<file path="src/rtl/mem_wb_pipe_stage.sv">
// MEM->WB pipeline register: valid/ready handshake, optional 2-entry skid buffer,
// synchronous flush and a saturating back-pressure counter.
module mem_wb_pipe_stage #(
    parameter int unsigned DATA_W = 32,
    parameter int unsigned REG_W  = 5,
    parameter int unsigned CTRL_W = 2,
    parameter int unsigned SKID   = 1,
    parameter int unsigned CNT_W  = 16
) (
    input  logic              clk,
    input  logic              rst,
    input  logic              flush,
    input  logic              in_valid,
    output logic              in_ready,
    input  logic [CTRL_W-1:0] in_ctrl_wb,
    input  logic [REG_W-1:0]  in_reg_dst,
    input  logic [DATA_W-1:0] in_alu_result,
    input  logic [DATA_W-1:0] in_mem_rdata,
    output logic              out_valid,
    input  logic              out_ready,
    output logic [CTRL_W-1:0] out_ctrl_wb,
    output logic [REG_W-1:0]  out_reg_dst,
    output logic [DATA_W-1:0] out_result,
    output logic [DATA_W-1:0] out_rdata,
    output logic [1:0]        occupancy,
    output logic [CNT_W-1:0]  bp_cycles
);

    typedef struct packed {
        logic [CTRL_W-1:0] ctrl;
        logic [REG_W-1:0]  dst;
        logic [DATA_W-1:0] alu;
        logic [DATA_W-1:0] rdata;
    } entry_t;

    // Encoding equals the number of held entries.
    typedef enum logic [1:0] {
        EMPTY = 2'd0,
        ONE   = 2'd1,
        TWO   = 2'd2
    } state_t;

    state_t           state;
    state_t           state_nxt;
    entry_t           head_q;
    entry_t           skid_q;
    entry_t           in_entry;
    logic             h_valid;
    logic             s_valid;
    logic             accept;
    logic             consume;
    logic             load_head_in;
    logic             load_head_skid;
    logic             load_skid;
    logic [CNT_W-1:0] bp_q;

    assign in_entry = '{ctrl: in_ctrl_wb, dst: in_reg_dst, alu: in_alu_result, rdata: in_mem_rdata};

    assign h_valid = (state != EMPTY);
    assign s_valid = (state == TWO);

    // Skid mode decouples in_ready from out_ready; single-entry mode passes it through.
    generate
        if (SKID != 0) begin : g_skid_ready
            assign in_ready = rst & ~s_valid;
        end else begin : g_flat_ready
            assign in_ready = rst & (~h_valid | out_ready);
        end
    endgenerate

    assign accept  = in_valid & in_ready;
    assign consume = h_valid & out_ready;

    // State register.
    always_ff @(posedge clk or negedge rst) begin
        if (!rst) begin
            state <= EMPTY;
        end else begin
            state <= state_nxt;
        end
    end

    // Next state and storage load selects; flush overrides any transfer.
    always_comb begin
        state_nxt      = state;
        load_head_in   = 1'b0;
        load_head_skid = 1'b0;
        load_skid      = 1'b0;
        if (flush) begin
            state_nxt = EMPTY;
        end else begin
            case (state)
                EMPTY: begin
                    if (accept) begin
                        load_head_in = 1'b1;
                        state_nxt    = ONE;
                    end
                end
                ONE: begin
                    if (accept && consume) begin
                        load_head_in = 1'b1;
                    end else if (accept) begin
                        load_skid = 1'b1;
                        state_nxt = TWO;
                    end else if (consume) begin
                        state_nxt = EMPTY;
                    end
                end
                TWO: begin
                    if (consume) begin
                        load_head_skid = 1'b1;
                        state_nxt      = ONE;
                    end
                end
                default: begin
                    state_nxt = EMPTY;
                end
            endcase
        end
    end

    // Entry storage; contents persist while invalid.
    always_ff @(posedge clk or negedge rst) begin
        if (!rst) begin
            head_q <= '0;
            skid_q <= '0;
        end else begin
            if (load_head_in) begin
                head_q <= in_entry;
            end else if (load_head_skid) begin
                head_q <= skid_q;
            end
            if (load_skid) begin
                skid_q <= in_entry;
            end
        end
    end

    // Saturating count of stalled cycles; flush leaves it alone.
    always_ff @(posedge clk or negedge rst) begin
        if (!rst) begin
            bp_q <= '0;
        end else if (h_valid && !out_ready && (bp_q != {CNT_W{1'b1}})) begin
            bp_q <= bp_q + CNT_W'(1);
        end
    end

    assign out_valid   = h_valid;
    assign out_ctrl_wb = h_valid ? head_q.ctrl : '0;
    assign out_reg_dst = head_q.dst;
    assign out_result  = head_q.alu;
    assign out_rdata   = head_q.rdata;
    assign occupancy   = state;
    assign bp_cycles   = bp_q;

endmodule

</file>
<file path="config.mk">
export PLATFORM = sky130hd
export DESIGN_NAME = mem_wb_pipe_stage
export DESIGN_NICKNAME = d
export VERILOG_FILES = /design/src/rtl/mem_wb_pipe_stage.sv
export SDC_FILE = /design/constraint.sdc
export NUM_CORES = 1
export LEC_CHECK = 0
export ABC_AREA = 0
export BUFFER_PORTS_ARGS = -buffer_cell sky130_fd_sc_hd__buf_4
export CAP_MARGIN = 20
export CORE_MARGIN = 2
export CORE_UTILIZATION = 45
export DETAILED_ROUTE_END_ITERATION = 10
export PLACE_DENSITY = 0.68
export RECOVER_POWER = 100
export SLEW_MARGIN = 20
export SYNTH_ARGS = -nofsm -noshare
export SYNTH_HDL_FRONTEND = slang
export SYNTH_SLANG_ARGS = --single-unit
export TNS_END_PERCENT = 5
</file>
<file path="constraint.sdc">
create_clock -name clk -period 4.3 [get_ports clk]
set_input_delay 0.215 -clock clk [delete_from_list [all_inputs] [get_ports clk]]
set_output_delay 0.215 -clock clk [all_outputs]
set_load 0.01 [all_outputs]
</file>
---- Word level (Yosys, flattened, before mapping) ----
Cells that the tools add are included.
cells by class
  bitwise gates (word level) .............. 4
  multiplexer cells ....................... 20
  reduce and logical (&&, ||, !) cells .... 8
  $mul .................................... 0
  $add $sub $neg .......................... 1
  eq/ne operators ......................... 7
  shift operators ......................... 0
  div/mod/pow operators ................... 0
  $lt $le $gt $ge ......................... 0
operators with widths
  kind                                           count
  two-way mux 71 bit                             2
  adder 16 x 1 -> 16 bit, second input constant  1
  != test 16 bit, second input constant          1
  two-way mux 2 bit                              7
  two-way mux 1 bit                              9
  != test 3 bit, second input constant           2
  one-hot mux 2 bit (3 select lines)             1
  != test 4 bit, second input constant           1
  AND reduction 4 bit                            1
  nonzero test 2 bit                             2
  AND 1 bit                                      3
  logical AND 1 bit                              3
  != test 3 x 2 -> 1 bit, second input constant  1
  == test 2 x 1 -> 1 bit, second input constant  1
  == test 2 bit, second input constant           1
  logical NOT 2 bit                              1
  one-hot mux 1 bit (2 select lines)             1
  logical NOT 1 bit                              1
  NOT 1 bit                                      1
word-level totals
  RAM bits ................................ 0
  flip-flop bits (word level) ............. 160
  output and inout bits ................... 91
  word-level logic and storage cells ...... 50
  bits in latches ......................... 0
  bits in read-only memories .............. 0
  memories kept ........................... 0
  input port bits ......................... 76

---- Depth between registers and ports, before layout ----
Gate-level depths: netlist of run 1.
  depth after elaboration ................. 9
  mapped depth ............................ 7
  gate-level depth less buffers ........... 5

---- Worst setup path after synthesis of run 1 ----
No wires, ideal clock.
  kind .................................... reg-to-reg
  start point ............................. register bp_q[0], in the netlist bp_cycles[0]
  end point ............................... register bp_q[14], in the netlist bp_cycles[14]
  buffers on the path ..................... 0
  data arrival time ....................... 1,823 ps
  cell stages (with the launch flop) ...... 6
  library setup time ...................... 125 ps
  required time ........................... 4,175 ps
  clock period less this slack ............ 1,948 ps
  setup slack ............................. 2,352 ps
  path through ............................ dfrtp_1 > ha_1 > inv_1 > or4_4 > nor3_2 > mux2_2
on the way
  longest elaborated chain between the ends .. 2
  elaborated cells between the ends (all ways) .. 3
  classes of those cells .................. add/sub: 1; eq/ne: 1; reduce/logical: 1
ends and longest elaborated chain
  item                                                                            line  RTL
  start, declared                                                                 55    logic [CNT_W-1:0] bp_q;
  start signal, assigned                                                          144   bp_q <= bp_q + CNT_W'(1);
  parallel branches: the longest is 2 deep, another holds adder 16 x 1 -> 16 bit  --
Parallel ways; which one is timed is not known.
A chain may end at the register's enable or synchronous reset.

==> metrics.txt, run 1 <==
failing checks max-capacitance violations, max-slew violations; Avg Cell Area, Syn 11.3 um^2; Hold WC Path Type input pin to register; maximum vdd drop 0.292 mV; clock sinks 160; worst-margin pin slew 1.79 ns; routed length per instance approximately 16 um; post_cts resized 0; vias in the first global route between 5000 and 6000; DRC viols 0; number of antenna violations at the first check in global routing 0; slowest cell on the critical path clkbuf_1; Cell Area, Synth roughly 7100 um^2; Final WS setup about 1.4 ns; crit path kind input pin to asynchronous set/reset pin; drt total wl between 15 and 20 mm; #FFs+latches synth 160; status finished with violations; Yosys cell types 39; cell chain of the critical path dlygate4sd3_1 > buf_6 > clkbuf_1 > buf_16 > buf_4; first-pass GRT wire length 24.8 mm; CP Capture Type asynchronous set/reset pin; Initial Util 0.463; worst path bufs/invs 5; maximum fanout along the worst path 65; post-DP HPWL about 10 mm; clock slew at reported path FFs 0.06 ns; GPL Wtd Cong 0.872; Core ar. 15300 um^2; Hold Vio Cnt, Final 0; # fillers 1414; ant diodes 0; Most used DFF post-synth dfrtp_1; Synthesized Nets between 700 and 800; Die W approximately 130 um; Root Buffer clkbuf_16; nets about 800; pin count of the biggest net entering global routing 79; CP arrival about 3.3 ns; Die ar. 16800 um^2; Synth Instances ~630; die height around 130 um; max-slew violation count about 100; Critical Path RT 4.75 ns; share of post-route cells with drive strength above 1 0.264; Seq/Total Area, Yosys 0.565; clock skew between 0.005 and 0.006 ns; post-place setup slack around 1.8 ns; Clock Latency Late Sink 0.42 ns; vias per inst between 5 and 6; Total GRT Usage 0.191; CTS tree built; Synth-to-Final Area Change 16.7%; setup tns final 0 ns; crit-path max cell delay ~1.3 ns; EDFF count, synth 0; Via Count approximately 4900; CTS max path bufs 2; final setup violation count 0; power density over cell area slightly below 500 nW/um^2; relative slew slack -0.190; Fmax roughly 0.35 GHz; DRT Pass-1 Iters 5; Starting DRT DRC Count between 200 and 300; cts bufs inserted 17; startpoint types input pin; Synth Warn # 0; standard-cell row count 45; H-tree levels 4; Final Cycle Share 0.672; leakage power roughly 4 nW; fin crit period 2.89 ns; max-cap violations 2; Async SR Flop Fraction 1.00; CP top delay family buffers and inverters; Layout Utilization 0.540; total grt overflow 0; IO Count approximately 170; # port buffers around 170; antenna-violating nets left 0; RSZ-0062 raised after global routing false
==> cells in the final DEF, fill, tap and decap left out, types with 3 or more instances in the layout <==
cell           count
nand4_1            5
nor3_1             4
a22oi_1           71
xor2_1             6
a21oi_1            4
clkinvlp_4         5
clkinv_2           4
dfrtp_1          160
xnor2_1            4
a31oi_1            3
dlygate4sd3_1      3
clkinv_4           3
nand3_1            5
inv_1              3
clkbuf_16         17
clkbuf_1          91
buf_4             80
mux2_2            74
nor2_1             9
nand2_1          149
==> synthesized netlist by cell type (2+ instances only) <==
library cell,instances,area share
nor3_1,3,0.0021
nor2b_1,2,0.0018
xnor2_1,4,0.0049
buf_4,70,0.074
nand3_1,5,0.0035
and2_1,4,0.0035
nand4_1,5,0.0044
a211oi_1,2,0.0021
nor4_1,2,0.0018
clkbuf_1,9,0.0048
and4bb_2,2,0.0035
mux2_2,74,0.12
xor2_1,6,0.0074
a31oi_1,3,0.0026
a21oi_1,4,0.0028
inv_1,3,0.0016
dfrtp_1,160,0.56
a22oi_1,71,0.075
buf_2,21,0.015
nand2_1,150,0.079
nor2_1,9,0.0048
nand2b_1,2,0.0018
==> cell type report <==
class,instances,area [um^2],area share
Clock buffer,18,429,0.0519
Clock inverter,14,144,0.0174
Inverter,3,11.3,0.00136
Multi-Input combinational cell,365,2410,0.292
Sequential cell,160,4000,0.484
Tap cell,211,264,0.0319
Timing Repair Buffer,175,1010,0.122
==> cells by family (layout without fill, tap and decap cells) <==
kind of cell,after synthesis,count (layout),synth area share
compound gates,85,85,0.0888
mux,75,75,0.119
xor+xnor,10,10,0.0124
fa+ha+maj,1,1,0.00176
buf+inv,103,210,0.0953
simple gates,194,194,0.118
flops,160,160,0.565
==> timing repair <==
action / CTS / global route
setup buffers: 0 / 0
hold buffers: 3 / 0
endpoints found under the hold margin: 20 / 0
==> power by group <==
group	leakage [nW]	internal, W	total, W	switching, W
clock network	0.268	0.000851	0.00146	0.000609
logic	1.70	0.000287	0.000620	0.000333
registers	2.05	0.00179	0.00196	0.000177
total	4.02	0.00292	0.00404	0.00112
==> per-stage QoR <==
stage	hold slack, ns	instance area (um^2)	total power (W)	cells
2_1_floorplan	-0.0806	7090	0.00247	628
3_3_place_gp	0.0758	7990	0.00269	910
3_5_place_dp	0.0757	7990	0.00273	910
4_1_cts	0.00412	8600	0.00421	945
5_1_grt	0.0193	8270	0.00425	946
6_report	0.0282	8270	0.00404	946
==> metal layers <==
layer | up-vias | global-route usage | routed length, um
met4 | 0 | 0.0772 | 285
met5 | - | 0 | 0
met1 | 2432 | 0.242 | 6810
li1 | 2285 | - | -
met2 | 163 | 0.313 | 7360
met3 | 21 | 0.0537 | 1120
==> worst register-to-register path, delay by kind of cell, from the launching register on <==
family | cells | cell delay [ns]
simple gates | 2 | 1.36
mux | 1 | 0.78
flops | 1 | 0.47
==> flip-flops by register name, summed over array words and instances, names as in the netlist <==
name	count
out_rdata	32
skid_q	71
out_reg_dst	5
out_result	32
occupancy	2
bp_cycles	16
head_q	2
==> path summary, 6_finish.rpt <==
check	start	end	slack (ns)	depth (start not counted)
min in group asynchronous	rst	bp_cycles[3]$_DFFE_PN0P_	0.22	2
worst max-delay path	rst	out_rdata[30]$_DFFE_PN0P_	1.41	5
worst min register to register	out_result[9]$_DFFE_PN0P_	out_result[9]$_DFFE_PN0P_	0.47	2
worst min-delay path	in_alu_result[31]	out_result[31]$_DFFE_PN0P_	0.03	3
worst max register to register	occupancy[1]$_DFFE_PN0P_	skid_q[61]$_DFFE_PN0P_	1.57	3
max in group clk	rst	skid_q[61]$_DFFE_PN0P_	1.53	5
Note: power is estimated with default switching activity, not from simulation.
==> run 2, diff against run 1 <==
Clock period 4.3 ns to 3 ns, I/O delays scaled along.
==> run 2 against run 1 <==
Register-to-register slack got worse by 0.87 ns. Global-route usage rose by 0.36 points. Cell area rose by 9.2%. Die area did not move. Clock-buffer cell count fell by 1. Highest routed layer unchanged. Sequential power rose by 43%. Sequential share of layout area fell by 4.1 points. Critical path depth rose by 1. The run still ends with max-capacitance violations, max-slew violations left. Largest power group unchanged. Hold slack improved by 0.011 ns.
==> metrics.txt, run 2 (synthesis results as in run 1) <==
DRT Pass-1 Iters 5 (unchanged); WHS 0.0388 ns (was 0.0282 ns); vias per inst 5.11 (was 5.18); reg2reg setup slack 0.70 ns (was 1.57 ns); Hold Path Sink occupancy[1]$_DFFE_PN0P_ (was out_result[31]$_DFFE_PN0P_); number of antenna violations at the first check in global routing 0 (unchanged); worst-margin pin slew 1.62 ns (was 1.79 ns); routed wl met2 7.73 mm (was 7.36 mm); setup bufs post-CTS 0 (unchanged); antenna-violating nets left 0 (unchanged); Synth-to-Final Area Change 27.4% (was 16.7%); Clock Latency Late Sink 0.42 ns (about the same); vias in the first global route 5185 (was 5020); pin count of the biggest net entering global routing 67 (was 79); crit path kind input pin to register (was input pin to asynchronous set/reset pin); status finished with violations (unchanged); Final Cycle Share 0.793; CTS tree built (unchanged); relative slew slack -0.0818 (was -0.190); Storage cell area 4000 um^2 (unchanged); most common cell after layout, fill and taps aside dfrtp_1 (unchanged); cell chain of the critical path dlygate4sd3_1 > buf_6 > and4bb_1 > nand2_2 > buf_12 > mux2_2 (was dlygate4sd3_1 > buf_6 > clkbuf_1 > buf_16 > buf_4); routed length per instance 15.7 um (was 16.5 um); # fillers 1346 (was 1414); Die ar. 16800 um^2 (unchanged); maximum fanout along the worst path 39 (was 65); Reg2Reg Depth 4 (was 3); setup tns final 0 ns (unchanged); share of post-route cells with drive strength above 1 0.247 (was 0.264); die height 130 um (unchanged); post-DP HPWL 9.98 mm (was 9.96 mm); clock sinks 160 (unchanged); Worst R2R End skid_q[43]$_DFFE_PN0P_ (was skid_q[61]$_DFFE_PN0P_); failing checks max-capacitance violations, max-slew violations (unchanged); leakage power 4.35 nW (was 4.02 nW); Via Count 5217 (was 4901); Root Buffer clkbuf_16 (unchanged); maximum vdd drop 0.401 mV (was 0.292 mV); worst path bufs/invs 3 (was 5); startpoint types input pin (unchanged); Critical Path RT 3.30 ns (was 4.75 ns); most frequent cells in the layout dfrtp_1, nand2_1, clkbuf_1 (unchanged); ant diodes 0 (unchanged); Hold Vio Cnt, Final 0 (unchanged); Core ar. 15300 um^2 (unchanged); DRC viols 0 (unchanged); clock slew at reported path FFs 0.06 ns (about the same); HP Start in_valid (was in_alu_result[31]); final setup violation count 0 (unchanged); Largest Register skid_q (unchanged); top sig layer met4 (unchanged); clock skew 0.00954 ns (was 0.00532 ns); metal3 WL 821 um (was 1.12 mm); max-slew violation count 130 (was 102); total grt overflow 0 (unchanged); standard-cell row count 45 (unchanged); fin crit period ~2.4 ns; max-cap violations 2 (unchanged); Total GRT Usage 0.195 (was 0.191); max reg flops 71 (unchanged); drt total wl 16.0 mm (was 15.6 mm); cts bufs inserted 17 (unchanged); Hold Crit Depth 3 (unchanged); GPL Wtd Cong 0.805 (was 0.872); slowest cell on the critical path dlygate4sd3_1 (was clkbuf_1); first-pass GRT wire length 25.7 mm (was 24.8 mm); Starting DRT DRC Count 249 (was 272); H-tree levels 4 (unchanged); Fmax 0.420 GHz; area taken by multi-input logic gates 2410 um^2 (unchanged); Layout Utilization 0.590 (was 0.540); CP top delay family buffers and inverters (unchanged); # port buffers 166 (unchanged); Power Total 0.00599 W (was 0.00404 W); power density over cell area 663 nW/um^2 (was 489 nW/um^2); met1 WL 7.30 mm (was 6.81 mm); nets 873 (was 799); Initial Util 0.463 (unchanged); Hold WC Path Type input pin to register (unchanged); crit-path max cell delay 0.55 ns (was 1.27 ns); IO Count 167 (unchanged); reg2reg start occupancy[1]$_DFFE_PN0P_ (unchanged); CP Capture Type register (was asynchronous set/reset pin); RSZ-0062 raised after global routing false (unchanged); CP arrival 2.68 ns (was 3.34 ns); Die W 130 um (unchanged); CTS max path bufs 2 (unchanged)
==> run 2: worst max-delay path by stage <==
stage	end	slack [ns]	cells past startpoint	start
6_report	skid_q[43]$_DFFE_PN0P_	0.62	6	rst
4_1_cts	bp_cycles[14]$_DFFE_PN0P_	0.91	5	bp_cycles[0]$_DFFE_PN0P_
3_5_place_dp	bp_cycles[14]$_DFFE_PN0P_	0.93	5	bp_cycles[0]$_DFFE_PN0P_
3_3_place_gp	skid_q[31]$_DFFE_PN0P_	1.02	4	occupancy[1]$_DFFE_PN0P_
2_1_floorplan	bp_cycles[14]$_DFFE_PN0P_	1.05	5	bp_cycles[0]$_DFFE_PN0P_
5_1_grt	skid_q[40]$_DFFE_PN0P_	0.45	6	rst
==> run 2: cell type report <==
cell class | count | share of cell area
inverter | 3 | 0.00125
multi-input combinational | 365 | 0.267
clock buffer | 17 | 0.0471
timing repair buffer | 249 | 0.192
sequential | 160 | 0.443
tap | 211 | 0.0292
clock inverter | 15 | 0.0208
==> run 2: worst register-to-register path, stage by stage (launching register included) <==
cell and delay [ns]:
dfrtp_1 0.50, and4bb_1 0.29, nand2_2 0.66, buf_12 0.33, mux2_2 0.39
==> run 2: repair_timing <==
item / in CTS / in global routing
endpoints found under the setup margin: 0 / 0
endpoints found under the hold margin: 176 / 0
hold buffers: 74 / 0
resized for setup: 0 / 0
==> run 2: metrics by stage <==
stage,setup slack [ns],std cells,cell area (um^2)
6_report,0.620,1020,9030
5_1_grt,0.453,1020,9030
2_1_floorplan,1.05,628,7090
3_5_place_dp,0.934,914,8040
3_3_place_gp,1.02,914,8040
4_1_cts,0.908,1020,9390
==> run 2: power breakdown <==
part           switching (W)  internal [W]  leakage [nW]
Clock               0.000905       0.00132         0.278
Combinational       0.000495      0.000468          2.02
Sequential          0.000248       0.00256          2.05
Total                0.00165       0.00435          4.35
==> run 2: per-layer routing <==
| layer | vias to the layer above | global-route usage |
|---|---|---|
| li1 | 2432 | - |
| met1 | 2616 | 0.259 |
| met2 | 154 | 0.321 |
| met3 | 15 | 0.0409 |
| met4 | 0 | 0.0658 |
| met5 | - | 0 |
